**src/rtl/loop_flow_ctrl_sel_mux_if.sv**
```systemverilog
// Handshake and mux-data bundle between a parent/loop body and loop_flow_ctrl_sel_mux.
// The slave modport is the controller's view; the master modport is the surrounding logic.
interface loop_flow_ctrl_sel_mux_if #(
    parameter int din0_WIDTH = 21,
    parameter int din1_WIDTH = 21,
    parameter int din2_WIDTH = 21,
    parameter int din3_WIDTH = 2,
    parameter int dout_WIDTH = 21
);
    logic                  ap_start;
    logic                  ap_ready;
    logic                  ap_done;
    logic                  ap_start_int;
    logic                  ap_loop_init;
    logic                  ap_ready_int;
    logic                  ap_loop_exit_ready;
    logic                  ap_loop_exit_done;
    logic                  ap_continue_int;
    logic                  ap_done_int;
    logic [din0_WIDTH-1:0] din0;
    logic [din1_WIDTH-1:0] din1;
    logic [din2_WIDTH-1:0] din2;
    logic [din3_WIDTH-1:0] din3;
    logic [dout_WIDTH-1:0] dout;

    modport slave (
        input  ap_start, ap_ready_int, ap_loop_exit_ready, ap_loop_exit_done, ap_done_int,
        input  din0, din1, din2, din3,
        output ap_ready, ap_done, ap_start_int, ap_loop_init, ap_continue_int, dout
    );

    modport master (
        output ap_start, ap_ready_int, ap_loop_exit_ready, ap_loop_exit_done, ap_done_int,
        output din0, din1, din2, din3,
        input  ap_ready, ap_done, ap_start_int, ap_loop_init, ap_continue_int, dout
    );
endinterface

```
**src/rtl/loop_flow_ctrl_sel_mux.sv**
```systemverilog
// Loop start/exit handshake controller with a first-iteration flag, plus a
// zero-latency 3:1 data-select mux indexed by a 2-bit loop index.
module loop_flow_ctrl_sel_mux #(
    parameter int ID         = 1,
    parameter int NUM_STAGE  = 1,
    parameter int din0_WIDTH = 21,
    parameter int din1_WIDTH = 21,
    parameter int din2_WIDTH = 21,
    parameter int din3_WIDTH = 2,
    parameter int dout_WIDTH = 21
) (
    input logic                    ap_clk,
    input logic                    ap_rst,
    loop_flow_ctrl_sel_mux_if.slave bus
);

    // Armed flag: set on reset and on every loop exit, cleared once an iteration is consumed.
    logic loop_init_r;

    // NOTE: sequential state uses non-blocking assignments so every flop samples pre-edge values.
    always_ff @(posedge ap_clk) begin
        if (ap_rst) begin
            loop_init_r <= 1'b1;
        end else if (bus.ap_loop_exit_ready) begin
            loop_init_r <= 1'b1;
        end else if (bus.ap_ready_int) begin
            loop_init_r <= 1'b0;
        end
    end

    assign bus.ap_start_int    = bus.ap_start;
    assign bus.ap_ready        = bus.ap_loop_exit_ready;
    assign bus.ap_done         = bus.ap_loop_exit_done;
    assign bus.ap_continue_int = 1'b1;
    assign bus.ap_loop_init    = loop_init_r & bus.ap_start;

    // Each data input is resized to the output width: zero-extend if narrower, keep LSBs if wider.
    logic [dout_WIDTH-1:0] d0_ext;
    logic [dout_WIDTH-1:0] d1_ext;
    logic [dout_WIDTH-1:0] d2_ext;

    generate
        if (din0_WIDTH >= dout_WIDTH) begin : g_d0_trunc
            assign d0_ext = bus.din0[dout_WIDTH-1:0];
        end else begin : g_d0_zext
            assign d0_ext = {{(dout_WIDTH - din0_WIDTH){1'b0}}, bus.din0};
        end

        if (din1_WIDTH >= dout_WIDTH) begin : g_d1_trunc
            assign d1_ext = bus.din1[dout_WIDTH-1:0];
        end else begin : g_d1_zext
            assign d1_ext = {{(dout_WIDTH - din1_WIDTH){1'b0}}, bus.din1};
        end

        if (din2_WIDTH >= dout_WIDTH) begin : g_d2_trunc
            assign d2_ext = bus.din2[dout_WIDTH-1:0];
        end else begin : g_d2_zext
            assign d2_ext = {{(dout_WIDTH - din2_WIDTH){1'b0}}, bus.din2};
        end
    endgenerate

    // Two-level tree: sel[0] picks within each pair, sel[1] picks the pair; upper pair is din2 twice.
    logic [dout_WIDTH-1:0] mux_lo;
    logic [dout_WIDTH-1:0] mux_hi;

    assign mux_lo   = bus.din3[0] ? d1_ext : d0_ext;
    assign mux_hi   = d2_ext;
    assign bus.dout = bus.din3[1] ? mux_hi : mux_lo;

    // ap_done_int is monitor-only and the instance parameters carry no function.
    logic unused_ok;
    assign unused_ok = ^{bus.ap_done_int, ID[0], NUM_STAGE[0]};

endmodule

```
**src/flat_wrapper.sv**
```systemverilog
// flat-port wrapper written by rule: the top's interface ports become plain ports
module loop_flow_ctrl_sel_mux_flat 
#(
    parameter int ID         = 1,
    parameter int NUM_STAGE  = 1,
    parameter int din0_WIDTH = 21,
    parameter int din1_WIDTH = 21,
    parameter int din2_WIDTH = 21,
    parameter int din3_WIDTH = 2,
    parameter int dout_WIDTH = 21
)
  (ap_clk, ap_rst, bus_ap_start, bus_ap_ready_int, bus_ap_loop_exit_ready, bus_ap_loop_exit_done, bus_ap_done_int, bus_din0, bus_din1, bus_din2, bus_din3, bus_ap_ready, bus_ap_done, bus_ap_start_int, bus_ap_loop_init, bus_ap_continue_int, bus_dout);
  loop_flow_ctrl_sel_mux_if #(.din0_WIDTH(din0_WIDTH), .din1_WIDTH(din1_WIDTH), .din2_WIDTH(din2_WIDTH), .din3_WIDTH(din3_WIDTH), .dout_WIDTH(dout_WIDTH)) bus_i ();
  input logic ap_clk;
  input logic ap_rst;
  input wire logic [$bits(bus_i.ap_start)-1:0] bus_ap_start;
  input wire logic [$bits(bus_i.ap_ready_int)-1:0] bus_ap_ready_int;
  input wire logic [$bits(bus_i.ap_loop_exit_ready)-1:0] bus_ap_loop_exit_ready;
  input wire logic [$bits(bus_i.ap_loop_exit_done)-1:0] bus_ap_loop_exit_done;
  input wire logic [$bits(bus_i.ap_done_int)-1:0] bus_ap_done_int;
  input wire logic [$bits(bus_i.din0)-1:0] bus_din0;
  input wire logic [$bits(bus_i.din1)-1:0] bus_din1;
  input wire logic [$bits(bus_i.din2)-1:0] bus_din2;
  input wire logic [$bits(bus_i.din3)-1:0] bus_din3;
  output wire logic [$bits(bus_i.ap_ready)-1:0] bus_ap_ready;
  output wire logic [$bits(bus_i.ap_done)-1:0] bus_ap_done;
  output wire logic [$bits(bus_i.ap_start_int)-1:0] bus_ap_start_int;
  output wire logic [$bits(bus_i.ap_loop_init)-1:0] bus_ap_loop_init;
  output wire logic [$bits(bus_i.ap_continue_int)-1:0] bus_ap_continue_int;
  output wire logic [$bits(bus_i.dout)-1:0] bus_dout;
  assign bus_i.ap_start = bus_ap_start;
  assign bus_i.ap_ready_int = bus_ap_ready_int;
  assign bus_i.ap_loop_exit_ready = bus_ap_loop_exit_ready;
  assign bus_i.ap_loop_exit_done = bus_ap_loop_exit_done;
  assign bus_i.ap_done_int = bus_ap_done_int;
  assign bus_i.din0 = bus_din0;
  assign bus_i.din1 = bus_din1;
  assign bus_i.din2 = bus_din2;
  assign bus_i.din3 = bus_din3;
  assign bus_ap_ready = bus_i.ap_ready;
  assign bus_ap_done = bus_i.ap_done;
  assign bus_ap_start_int = bus_i.ap_start_int;
  assign bus_ap_loop_init = bus_i.ap_loop_init;
  assign bus_ap_continue_int = bus_i.ap_continue_int;
  assign bus_dout = bus_i.dout;
  loop_flow_ctrl_sel_mux #(.ID(ID), .NUM_STAGE(NUM_STAGE), .din0_WIDTH(din0_WIDTH), .din1_WIDTH(din1_WIDTH), .din2_WIDTH(din2_WIDTH), .din3_WIDTH(din3_WIDTH), .dout_WIDTH(dout_WIDTH)) u_core (.ap_clk(ap_clk), .ap_rst(ap_rst), .bus(bus_i));
endmodule
```
**config.mk**
```make
export PLATFORM = sky130hd
export DESIGN_NAME = loop_flow_ctrl_sel_mux_flat
export DESIGN_NICKNAME = d
export VERILOG_FILES = /design/src/rtl/loop_flow_ctrl_sel_mux_if.sv /design/src/rtl/loop_flow_ctrl_sel_mux.sv /design/src/flat_wrapper.sv
export SDC_FILE = /design/constraint.sdc
export NUM_CORES = 1
export LEC_CHECK = 0
export BUFFER_PORTS_ARGS = -buffer_cell sky130_fd_sc_hd__buf_2
export CAP_MARGIN = 20
export CORE_UTILIZATION = 28
export DETAILED_ROUTE_END_ITERATION = 10
export PLACE_DENSITY = 0.83
export SETUP_SLACK_MARGIN = 0.15
export SYNTH_ARGS = -nofsm -noshare
export SYNTH_HDL_FRONTEND = slang
export SYNTH_SLANG_ARGS = --single-unit
```
**constraint.sdc**
```tcl
create_clock -name ap_clk -period 1.2 [get_ports ap_clk]
set_clock_uncertainty 0.2 [all_clocks]
set_input_delay 0 -clock ap_clk [delete_from_list [all_inputs] [get_ports ap_clk]]
set_output_delay 0 -clock ap_clk [all_outputs]
set_load 0.005 [all_outputs]
```
# Word level (Yosys, flattened, before mapping)
# Index checks and enable logic that the tools add are counted.
[op_classes]
muxes = 2
n_bitwise = 1
reduce_logical = 1
[ops]
columns = ["operator", "count"]
rows = [
  ["$mux 21", 2],
  ["$reduce_or 2->1", 1],
  ["$and 1x1->1", 1],
]
[word_totals]
register_bits = 1
input_bits = 72

# Depth between registers and ports, before layout
[depth]
ltp_word = 2
depth_mapped = 4
mapped_depth_nobuf = 2

# Least setup slack after synthesis
# Ideal clock, no wire load.
[synth_timing]
kind = "register to register"
from = "register u_core.loop_init_r (netlist name)"
to = "register u_core.loop_init_r"
setup_time_ns = 0.074
t_arrival_ns = 0.441
t_required_ns = 0.926
setup_slack_ns = 0.485
path_stages_with_launch = 3
synth_period_minus_slack_ns = 0.715
cell_sequence = "dfxtp_1 > inv_1 > o21ai_0"
[synth_rtl]
columns = ["item", "line_no", "source"]
rows = [
  ["to (signal assigned)", "loop_flow_ctrl_sel_mux.sv:23", "loop_init_r <= 1'b1;"],
  ["to (signal assigned)", "loop_flow_ctrl_sel_mux.sv:25", "loop_init_r <= 1'b1;"],
  ["to (signal assigned)", "loop_flow_ctrl_sel_mux.sv:27", "loop_init_r <= 1'b0;"],
  ["to (decl)", "loop_flow_ctrl_sel_mux.sv:18", "logic loop_init_r;"],
]

# Final worst setup path
[layout_timing]
from = "input bus_ap_start"
to = "output bus_ap_start_int"
[layout_rtl]
columns = ["item", "line_no", "source"]
rows = [
  ["from (decl)", "flat_wrapper.sv:16", "input wire logic [$bits(bus_i.ap_start)-1:0] bus_ap_start;"],
  ["to (decl)", "flat_wrapper.sv:27", "output wire logic [$bits(bus_i.ap_start_int)-1:0] bus_ap_start_int;"],
]
# No word-level cell between the ends.

==> impl_metrics.csv <==
group,metric,value,unit
sta,final.hold.worst_slack,4.71,ps
placement,port_buffers,93,
detailed_routing,drt_drc_violations_left,0,
detailed_routing,drtAntennaViolNets,0,
pwr,cellLeakagePower,0.000639,uW
synth,ys_seq_elements,1,
synth,synth-warning-count,0,
pwr,p_per_area,370,mW/mm^2
die,die_width,45.8,um
synth,postSynthNetCount,152,
detailed_routing,first_pass_iters,4,
synth,yosysUniqueCellTypes,15,
pwr,power.share.switching,37.2,%
global_route,grt_max_degree,43,
clock_tree,clk_pin_slew,0,ps
synth,syn_area_per_cell,6.71,sq um
pwr,seq_power_share,9.6,%
cells_and_area,antennaDiodeCount,0,
cells_and_area,nets,242,
setup_path,r2r_start,"u_core.loop_init_r$_SDFFE_PP1P_",
global_route,grt_pass1_vias,644,
pwr,power.total,378,uW
run_status,outcome,"finished, final reports clean",
detailed_routing,detailroute.via_count,860,
die,die_area,0.00210,sq mm
placement,hpwlAfterDp,1540,um
pwr,peakVddDrop,0.273,mV
pwr,p_sw,141,uW
detailed_routing,detail_route.wirelength,1910,um
synth,seq_area_frac_synth,3.73,%
worst_hold_path,worstHoldStart,"ap_rst",
sta,fraction_of_the_cycle_the_final_worst_path_needs,81.8,%
setup_path,end_kind,"output pin",
die,pin_count,98,
detailed_routing,routed_via_density,4.46,
setup_path,worst_setup_path_class,"in2out",
sta,grt_setup_unrepaired,"no",
pwr,share_of_power_burned_in_combinational_logic,90.4,%
setup_path,cp-start-kind,"input pin",
setup_path,worst_setup_path_startpoint,"bus_ap_start",
pwr,p_clk_share,0,%
global_route,grt_remaining_overflow,0,
sta,final_hold_viol_count,0,
clock_tree,cts_setup_buffers,0,
cells_and_area,commonest_non_fill_non_tap_cell_in_the_layout,"sky130_fd_sc_hd__buf_2",
cells_and_area,largest_registers,"u_core.loop_init_r: 1 flops",
setup_path,crit_arrival,780,ps
clock_tree,clk_lat_worst_skew,0,ps
cells_and_area,max_flop_register,"u_core.loop_init_r",
placement,place_congestion,0.633,
die,placement_rows,15,
global_route,track_usage,15.4,%
detailed_routing,post_drt_wl_per_cell,9.89,um
sta,finalCriticalPeriod,982,ps
setup_path,setup_slack_of_the_most_critical_reg_to_reg_path,480,ps
cells_and_area,final_cell_mix,"93 x sky130_fd_sc_hd__buf_2, 21 x sky130_fd_sc_hd__mux2i_1, 21 x sky130_fd_sc_hd__nand2_1",
synth,post_synth_instance_area,537,sq um
sta,fin_tns_setup,0,ps
global_route,antenna_violations_before_repair,0,
cells_and_area,max_ffs_per_register,1,
cells_and_area,final.fill_count,161,
pwr,internal-power,237,uW
setup_path,worstPathMaxFanout,2,
sta,setup_viol,0,
setup_path,cp_data_required_time,1000,ps
die,floorplan.initialDensity,30.4,%
global_route,grt_pass1_wl,2520,um
die,core_area,0.00176,sq mm
die,die-height,45.8,um
cells_and_area,areaGrowthSynthToFinish,90.0,%
synth,synthCells,80,
job,timing.max_cap.violations,0,
worst_hold_path,hold_path_class,"in2reg",
detailed_routing,drtIter0Drc,6,
cells_and_area,post_route_cells_drive_above_1_share,57.1,%
sta,slew_viol_final,0,
sta,max_clock_freq,1.02,GHz
[worst paths after layout]
kind,to,depth (start not counted)
hold / removal,u_core.loop_init_r$_SDFFE_PP1P_,3
hold reg to reg,u_core.loop_init_r$_SDFFE_PP1P_,2
setup / recovery,bus_ap_start_int,3
setup reg to reg,u_core.loop_init_r$_SDFFE_PP1P_,2
[kinds of logic after synthesis]
kind of cell	after synthesis	synth area share, %
buffers and inverters	12	19.3
AO/OA/AOI/OAI	22	20.5
flip-flops	1	3.73
other	1	0.699
multiplexers	21	39.2
AND/OR/NAND/NOR	23	16.6
[power groups by stage]
stage | clock network [uW] | registers, uW | logic (uW)
floorplan | 0 | 36.0 | 163
global placement | 0 | 36.2 | 318
detailed placement | 0 | 36.3 | 330
CTS | 0 | 36.3 | 341
global route | 0 | 36.6 | 375
finish | 0 | 36.4 | 341
[per-stage QoR]
stage / instance area, sq um / setup WS [ps] / util (%) / instances
2_1_floorplan: 537 / 485 / - / 80
3_3_place_gp: 973 / 311 / 55.2 / 189
3_5_place_dp: 973 / 274 / 55.2 / 189
4_1_cts: 1010 / 166 / 57.4 / 193
5_1_grt: 1020 / 201 / 57.8 / 193
6_report: 1020 / 218 / 57.8 / 193
[layout make-up]
class / count / area (sq um) / share of cell area, %
inverters: 1 / 3.75 / 0.368
multi-input cells: 67 / 417 / 40.9
repair buffers: 99 / 548 / 53.7
well taps: 25 / 31.3 / 3.07
flip-flops and latches: 1 / 20.0 / 1.96
[what timing repair did]
action                     in CTS  in global routing
gates resized for setup         0                  3
hold buffers                    4                  0
setup endpoints to repair       0                  1
hold endpoints to repair        4                  0
[worst max-delay path, cell delays in order]
cell                            delay (ps)
sky130_fd_sc_hd__buf_2                 100
sky130_fd_sc_hd__dlygate4sd3_1         550
sky130_fd_sc_hd__buf_2                 130
[cells in the mapped netlist (all sizes together)]
master   n  share of area (%)
inv      1               0.70
conb     1               0.70
buf      9                 17
nand2   21                 15
clkbuf   2                1.6
o21ai   22                 21
dfxtp    1                3.7
mux2i   21                 39
and2     1                1.2
nor2     1               0.70
[routing by layer]
metal,wire length [um],track usage (%)
met5,0,0
met1,680,16.3
met3,249,1.98
met4,0,0
met2,978,32.9
(Power assumes the default switching activity.)
